File: src/rtl/flp_idiv_pkg.sv
// rtl/flp_idiv_pkg.sv - shared state encodings for the flp iterative divider
package flp_idiv_pkg;

  typedef enum logic [1:0] {
    FLP_IDIV_IDLE = 2'd0,
    FLP_IDIV_RUN  = 2'd1,
    FLP_IDIV_DONE = 2'd2
  } flp_idiv_state_e;

endpackage

File: src/rtl/flp_idiv_stage.sv
// rtl/flp_idiv_stage.sv - combinational restoring-division slice resolving STEP quotient bits
module flp_idiv_stage #(
  parameter int WIDTH = 32,
  parameter int STEP  = 1
) (
  input  logic [WIDTH-1:0] rem_in,
  input  logic [STEP-1:0]  bits_in,
  input  logic [WIDTH-1:0] dvsr,
  output logic [WIDTH-1:0] rem_out,
  output logic [STEP-1:0]  q_out
);

  logic [WIDTH:0]   sh;
  logic [WIDTH-1:0] r;
  logic             ge;

  // When the shifted value covers the divisor, the difference is below dvsr and
  // therefore fits WIDTH bits, so a modulo-WIDTH subtract is exact.
  always_comb begin
    r     = rem_in;
    q_out = '0;
    sh    = '0;
    ge    = 1'b0;
    for (int i = STEP - 1; i >= 0; i--) begin
      sh       = {r, bits_in[i]};
      ge       = (sh >= {1'b0, dvsr});
      q_out[i] = ge;
      r        = ge ? (sh[WIDTH-1:0] - dvsr) : sh[WIDTH-1:0];
    end
    rem_out = r;
  end

endmodule

File: src/rtl/flp_idiv.sv
// rtl/flp_idiv.sv - iterative unsigned divider, STEP quotient bits per clock, fixed latency
module flp_idiv
  import flp_idiv_pkg::*;
#(
  parameter int WIDTH = 32,
  parameter int STEP  = 1
) (
  input  logic             clk,
  input  logic             nrst,
  input  logic             i_valid,
  input  logic [WIDTH-1:0] i_dvnd,
  input  logic [WIDTH-1:0] i_dvsr,
  output logic             o_ready,
  output logic             o_valid,
  output logic [WIDTH-1:0] o_quot,
  output logic [WIDTH-1:0] o_rem,
  output logic             o_dz
);

  localparam int N  = WIDTH / STEP;
  localparam int CW = $clog2(N + 1);

  flp_idiv_state_e state, nstate;
  logic [CW-1:0]    cnt;
  logic [WIDTH-1:0] dvnd_q;
  logic [WIDTH-1:0] dvsr_q;
  logic [WIDTH-1:0] rem_q;
  logic [WIDTH-1:0] rem_nxt;
  logic [STEP-1:0]  q_bits;
  logic [WIDTH-1:0] quot_nxt;
  logic             accept;
  logic             last;

  flp_idiv_stage #(
    .WIDTH (WIDTH),
    .STEP  (STEP)
  ) u_stage (
    .rem_in  (rem_q),
    .bits_in (dvnd_q[WIDTH-1 -: STEP]),
    .dvsr    (dvsr_q),
    .rem_out (rem_nxt),
    .q_out   (q_bits)
  );

  assign accept   = i_valid && o_ready;
  assign last     = (cnt == CW'(N - 1));
  // Quotient bits enter from the bottom as dividend bits leave from the top.
  assign quot_nxt = (dvnd_q << STEP) | WIDTH'(q_bits);

  always_ff @(posedge clk) begin
    if (!nrst) state <= FLP_IDIV_IDLE;
    else       state <= nstate;
  end

  always_comb begin
    nstate = state;
    case (state)
      FLP_IDIV_IDLE: if (accept) nstate = FLP_IDIV_RUN;
      FLP_IDIV_RUN:  if (last)   nstate = FLP_IDIV_DONE;
      FLP_IDIV_DONE: nstate = accept ? FLP_IDIV_RUN : FLP_IDIV_IDLE;
      default:       nstate = FLP_IDIV_IDLE;
    endcase
  end

  always_comb begin
    o_ready = (state != FLP_IDIV_RUN);
    o_valid = (state == FLP_IDIV_DONE);
  end

  always_ff @(posedge clk) begin
    if (!nrst) begin
      cnt    <= '0;
      dvnd_q <= '0;
      dvsr_q <= '0;
      rem_q  <= '0;
      o_quot <= '0;
      o_rem  <= '0;
      o_dz   <= 1'b0;
    end else if (accept) begin
      cnt    <= '0;
      dvnd_q <= i_dvnd;
      dvsr_q <= i_dvsr;
      rem_q  <= '0;
    end else if (state == FLP_IDIV_RUN) begin
      cnt    <= cnt + 1'b1;
      dvnd_q <= quot_nxt;
      rem_q  <= rem_nxt;
      if (last) begin
        o_quot <= quot_nxt;
        o_rem  <= rem_nxt;
        o_dz   <= (dvsr_q == '0);
      end
    end
  end

endmodule
File: config.mk
export PLATFORM = sky130hd
export DESIGN_NAME = flp_idiv
export DESIGN_NICKNAME = d
export VERILOG_FILES = /design/src/rtl/flp_idiv_pkg.sv /design/src/rtl/flp_idiv_stage.sv /design/src/rtl/flp_idiv.sv
export SDC_FILE = /design/constraint.sdc
export NUM_CORES = 1
export LEC_CHECK = 0
export BUFFER_PORTS_ARGS = -buffer_cell sky130_fd_sc_hd__buf_2
export CORE_ASPECT_RATIO = 1.75
export CORE_MARGIN = 2
export CORE_UTILIZATION = 35
export CTS_CLUSTER_DIAMETER = 120
export DETAILED_ROUTE_END_ITERATION = 6
export GPL_TIMING_DRIVEN = 0
export PLACE_DENSITY_LB_ADDON = 0.1
export SETUP_SLACK_MARGIN = 0.15
export SYNTH_ARGS = -nofsm -noshare
export SYNTH_HDL_FRONTEND = slang
export SYNTH_SLANG_ARGS = --single-unit
File: constraint.sdc
create_clock -name clk -period 2.9 [get_ports clk]
set_input_delay 0.29 -clock clk [delete_from_list [all_inputs] [get_ports clk]]
set_output_delay 0.29 -clock clk [all_outputs]
set_load 0.01 [all_outputs]
==> flow_summary.toml, run 1 <==
[placement]
dp.cells = 1490
io_buffers = 132
dpl_cell_area_sq_um = 9690
finalWeightedCongestion = 0.920
hpwl_mm = 22.5
pre_cts_ws_ns = -0.679

[sta]
rsz0062_at_grt = "true"
final-setup-viol-count = 19
fin_setup_tns_ns = -0.157
slew_viol_final = 0
max_clock_freq_mhz = 342
worst_slew_pin_slew_ns = 0.815
fin_ws_ns = -0.0209
finalCriticalPeriod_ns = 2.92
max_slew_margin_pct = 45.5
final.setup_skew_ns = 0.00971
finalHoldViolCount = 0
whs_ns = 0.0759
fin_crit_sh_pct = 101

[drt]
drc = 0
wirelength_mm = 29.8
detail-route-antenna-nets = 0
vias = 8167
wire_per_inst_microns = 19.1
avgViaCountPerCell = 5.25
drt_iter0_markers = 340
dr.pass1.iters = 4

[clock_tree]
hold_buffers = 0
root_buffer = "clkbuf_16"
clk_latency_ns = 0.45
cts_buffer_depth = 2
clock-sinks = 169
numCtsBuffers = 17
clk_pin_slew_worst_paths_ns = 0.06
cts_tree = "done"
htreeDepth = 4

[yosys]
muxShareOfSynthArea_pct = 6.37
synthTopCellsByCount = "nand2_1, dfxtp_1, a21oi_1"
synth-xor-area-share_pct = 2.84
synth_top_family_by_area = "compound AO/OA/AOI/OAI gates"
synth_fa_ha_area_share_pct = 5.01
ys_types = 56
netlist.top_cell.by_area = "dfxtp_1"
syn_area_per_cell_sq_um = 8.26
synth-compound-area-share_pct = 24.7
synthesis.instances = 1046
ys_seq_area_share_pct = 39.1
synth_top_area_share_pct = 39.1
synth_seq_cells = 169
synth_most_common_cell = "nand2_1"
synthSimpleGateAreaFrac_pct = 16.7
synth_area_leaders = "dfxtp_1, nand2_1, mux2i_1"
synth_flop_cell = "dfxtp_1"
synth_area_sq_um = 8640
yosys_warnings = 0
synth_edf_count = 0
async_flop_share_pct = 0
synth_fp_nets = 1147

[cells_and_area]
drive_gt1_share_pct = 29.4
design_area_sq_um = 11700
finish.utilization_pct = 47.7
area_growth_pct = 34.9
finalNonFillerCells = 1557
register_area_sq_um = 3420
nets = 1333
fill_cells = 2470
multiInputGateArea_sq_um = 5680
antennaDiodeCount = 0

[setup_path]
r2r-start = "dvsr_q[25]"
r2r_slack_ns = -0.02
r2r_end = "o_rem[14]"
critPathRequiredTime_ns = 3.21
critical_path_class = "flip-flop to flip-flop"
rr_worst_depth = 12
cp.arrival_ns = 3.23
cp-start-kind = "flip-flop"
path_max_fanout = 5
crit_start = "dvsr_q[25]"
critPathCaptureType = "flip-flop"
crit_end = "o_rem[14]"

[status]
status = "complete, but fails checks"
failed_checks = "setup timing"

[job]
maxCapViolations = 0

[power]
p_leak_nw = 4.90
power_mw = 7.90
pwr-share-comb_pct = 37.0
powerDensity_nw_per_um2 = 678
power_switching_share_pct = 33.3
clkPwrFrac_pct = 30.8
power_frac_seq_pct = 32.2
switching_power_mw = 2.63
max-vdd-ir-drop_uv = 450
power.internal_mw = 5.27

[die]
core_sq_um = 24400
start_util_pct = 35.4
num_io_pins = 134
fp.dieW_microns = 123
rows = 76
die_area_sq_um = 26000
die-height_microns = 212

[worst_hold_path]
min_path_type = "input port to flip-flop"
min_path_cells = 3

[global_route]
grt_antenna_before_repair = 0
overflow = 0
grt_use_total_pct = 23.0
grt_max_degree = 17
grt_first_pass_wirelength_mm = 44.9
grt_pass1_vias = 8441
[how the worst min path moves through the flow]
stage,startpoint,end,slack (ns)
after floorplan,i_dvsr[0],dvsr_q[0],0.43
after global placement,o_quot[16],o_quot[16],0.45
after detailed placement,o_quot[23],o_quot[23],0.46
after CTS,i_dvsr[3],dvsr_q[3],0.05
after global routing,i_dvsr[1],dvsr_q[1],0.08
final,i_dvsr[25],dvsr_q[25],0.08
[final cells by class]
class,instances,share of cell area [%]
flip-flops and latches,169,29.4
plain buffers,66,3.15
clock inverters,10,1.21
repair buffers,167,8.77
well taps,312,3.35
inverters,41,1.32
clock buffers,22,4.15
multi-input cells,770,48.7
[critical path, cell delays in order (launching register included)]
cell and delay (ns):
dfxtp_2 0.34, inv_1 0.05, ha_1 0.29, buf_6 0.12, and3_4 0.17, and4_4 0.19, o31a_1 0.24, or3_4 0.33
or3_4 0.43, buf_12 0.17, buf_16 0.15, mux2i_4 0.19, a21oi_1 0.09
[power by group through the flow]
stage | registers (mW) | logic [mW] | clock network [mW]
2_1_floorplan | 2.54 | 1.37 | 0
3_3_place_gp | 2.58 | 1.87 | 0
3_5_place_dp | 2.58 | 1.86 | 0
5_1_grt | 2.56 | 3.12 | 2.58
4_1_cts | 2.54 | 2.51 | 2.50
6_report | 2.55 | 2.92 | 2.43
[logic make-up after synthesis]
group                    count (synthesis)
AO/OA/AOI/OAI                          330
AND/OR/NAND/NOR                        323
flip-flops                             169
buffers and inverters                  107
multiplexers                            55
adder cells (fa/ha/maj)                 34
XOR/XNOR                                28
[cell usage in the layout (no fill, tap or decap), types with 9 or more instances in the layout]
master,count
buf_4,27
nor2_1,21
a21oi_2,24
o211a_1,33
a21oi_1,66
dfxtp_2,27
a21boi_0,63
nand4_1,15
nand3_1,16
ha_2,11
mux2i_1,31
o21ai_0,73
dfxtp_1,140
clkbuf_1,49
clkbuf_16,20
xor2_1,12
a31oi_1,9
nand2_1,197
inv_1,38
ha_4,15
buf_6,9
o211ai_1,10
nor4_1,10
buf_2,132
mux2i_4,23
xnor2_1,15
[repair_timing]
action	CTS	global route
pin swaps	17	43
setup buffers	21	10
endpoints found under the setup margin	86	85
gates resized for setup	139	85
gates cloned	1	3
[metal layers]
layer / GRT usage (%) / vias up / routed length (microns)
li1: - / 4070 / -
met1: 22.2 / 3863 / 10600
met2: 43.9 / 172 / 16400
met3: 3.85 / 62 / 1010
met4: 14.2 / 0 / 1740
met5: 0 / - / 0
[state kept, by name (all words and copies together), names as in the netlist]
register / count
dvsr_q: 32
o_quot: 32
state: 2
o_dz: 1
rem_q: 32
dvnd_q: 32
o_rem: 32
cnt: 6
(Power assumes the default switching activity.)
==> run 2: changes to the inputs <==
==> constraint.sdc (replaced) <==
create_clock -name clk -period 2.9 [get_ports clk]
set_input_delay 0.29 -clock clk [delete_from_list [all_inputs] [get_ports clk]]
set_output_delay 0.29 -clock clk [all_outputs]
set_load 0.1 [all_outputs]
==> run 2 against run 1 <==
The run still ends with setup timing left; combinational power hardly changed; first-iteration DRC count is 2.4% lower; sequential cell count stayed put; via count is 0.17% higher; maximum frequency hardly changed.
==> flow_summary.toml, run 2 (synthesis results as in run 1) <==
[placement]
finalWeightedCongestion = 0.920
dp.cells = 1490
io_buffers = 132
hpwl_mm = 22.5
dpl_cell_area_sq_um = 9690

[cells_and_area]
final_common_cell = "nand2_1"
nets = 1333
drive_gt1_share_pct = 29.5
fill_cells = 2470
multiInputGateArea_sq_um = 5680
area_growth_pct = 35.0
layout_common_cells = "nand2_1, dfxtp_1, buf_2"
finalNonFillerCells = 1557
antennaDiodeCount = 0
design_area_sq_um = 11700
register_area_sq_um = 3420

[worst_hold_path]
min_path_type = "input port to flip-flop"

[global_route]
grt_pass1_vias = 8437
grt_first_pass_wirelength_mm = 44.9
grt_antenna_before_repair = 0
grt_use_total_pct = 23.0
grt_max_degree = 17
overflow = 0

[drt]
detail-route-antenna-nets = 0
dr.pass1.iters = 4
drt_iter0_markers = 332
drc = 0
wirelength_mm = 29.7
vias = 8181
avgViaCountPerCell = 5.25
wire_per_inst_microns = 19.1

[setup_path]
path_max_fanout = 5
critPathRequiredTime_ns = 3.21
critPathCaptureType = "flip-flop"
cp.arrival_ns = 3.23
cp-start-kind = "flip-flop"
critical_path_class = "flip-flop to flip-flop"

[status]
status = "complete, but fails checks"
failed_checks = "setup timing"

[sta]
max_slew_margin_pct = 45.4
fin_crit_sh_pct = 101
worst_slew_pin_slew_ns = 0.815
whs_ns = 0.0814
final.setup_skew_ns = 0.0121
finalCriticalPeriod_ns = 2.92
final-setup-viol-count = 17
max_clock_freq_mhz = 342
finalHoldViolCount = 0
fin_setup_tns_ns = -0.155
rsz0062_at_grt = "true"
slew_viol_final = 0
fin_ws_ns = -0.0227

[clock_tree]
clk_latency_ns = 0.45
numCtsBuffers = 17
clk_pin_slew_worst_paths_ns = 0.06
root_buffer = "clkbuf_16"
cts_buffer_depth = 2
htreeDepth = 4
clock-sinks = 169
cts_tree = "done"

[power]
power_mw = 7.91
max-vdd-ir-drop_uv = 446
p_leak_nw = 4.90
powerDensity_nw_per_um2 = 678

[job]
maxCapViolations = 0

[die]
core_sq_um = 24400
fp.dieW_microns = 123
die_area_sq_um = 26000
num_io_pins = 134
die-height_microns = 212
start_util_pct = 35.4
rows = 76
## run 2: repair_timing
item | in CTS | in global routing
buffers inserted | 21 | 10
hold buffers | 0 | 0
resized for setup | 140 | 86
pin swaps | 17 | 43
endpoints found under the hold margin | 0 | 0
setup endpoints to repair | 87 | 85
cloned | 1 | 3
## run 2: per-stage QoR
step	util, %	setup slack [ns]
after floorplan	-	0.161
after global placement	39.7	-0.687
after detailed placement	39.7	-0.679
after CTS	45.4	-0.0366
after global routing	47.7	-0.106
final	47.7	-0.0227
## run 2: cell type report
class                           instances  area share [%]
Clock buffer                           22            4.15
Multi-Input combinational cell        770            48.7
Clock inverter                         10            1.21
Sequential cell                       169            29.4
Inverter                               41            1.32
Tap cell                              312            3.35
Timing Repair Buffer                  167            8.79
Buffer                                 66            3.16
## run 2: worst max-delay path, stage by stage (launching register included)
cell and delay, ns:
dfxtp_2 0.34, inv_1 0.05, ha_1 0.29, buf_6 0.12, and3_4 0.17, and4_4 0.19, o31a_1 0.24, or3_4 0.33
or3_4 0.43, buf_12 0.17, buf_16 0.15, mux2i_4 0.19, a21oi_1 0.09
## run 2: final timing paths
| check | end | depth (start not counted) | slack [ns] | from |
|---|---|---|---|---|
| max | o_rem[14] | 12 | -0.02 | dvsr_q[25] |
| min | dvsr_q[3] | 3 | 0.08 | i_dvsr[3] |
| max reg2reg | o_rem[14] | 12 | -0.02 | dvsr_q[25] |
| min reg2reg | o_quot[23] | 2 | 0.46 | o_quot[23] |
## run 2: power breakdown
| group | internal (mW) | leakage [nW] | total, mW | switching (mW) |
|---|---|---|---|---|
| combinational | 1.39 | 3.22 | 2.93 | 1.54 |
| clock | 1.45 | 0.291 | 2.43 | 0.984 |
| sequential | 2.43 | 1.39 | 2.55 | 0.115 |
## run 2: routing by layer
metal | track usage, % | share of wire, %
met1 | 22.2 | 36
met2 | 43.9 | 55
met3 | 3.85 | 3.2
met4 | 14.2 | 6.1
met5 | 0 | 0
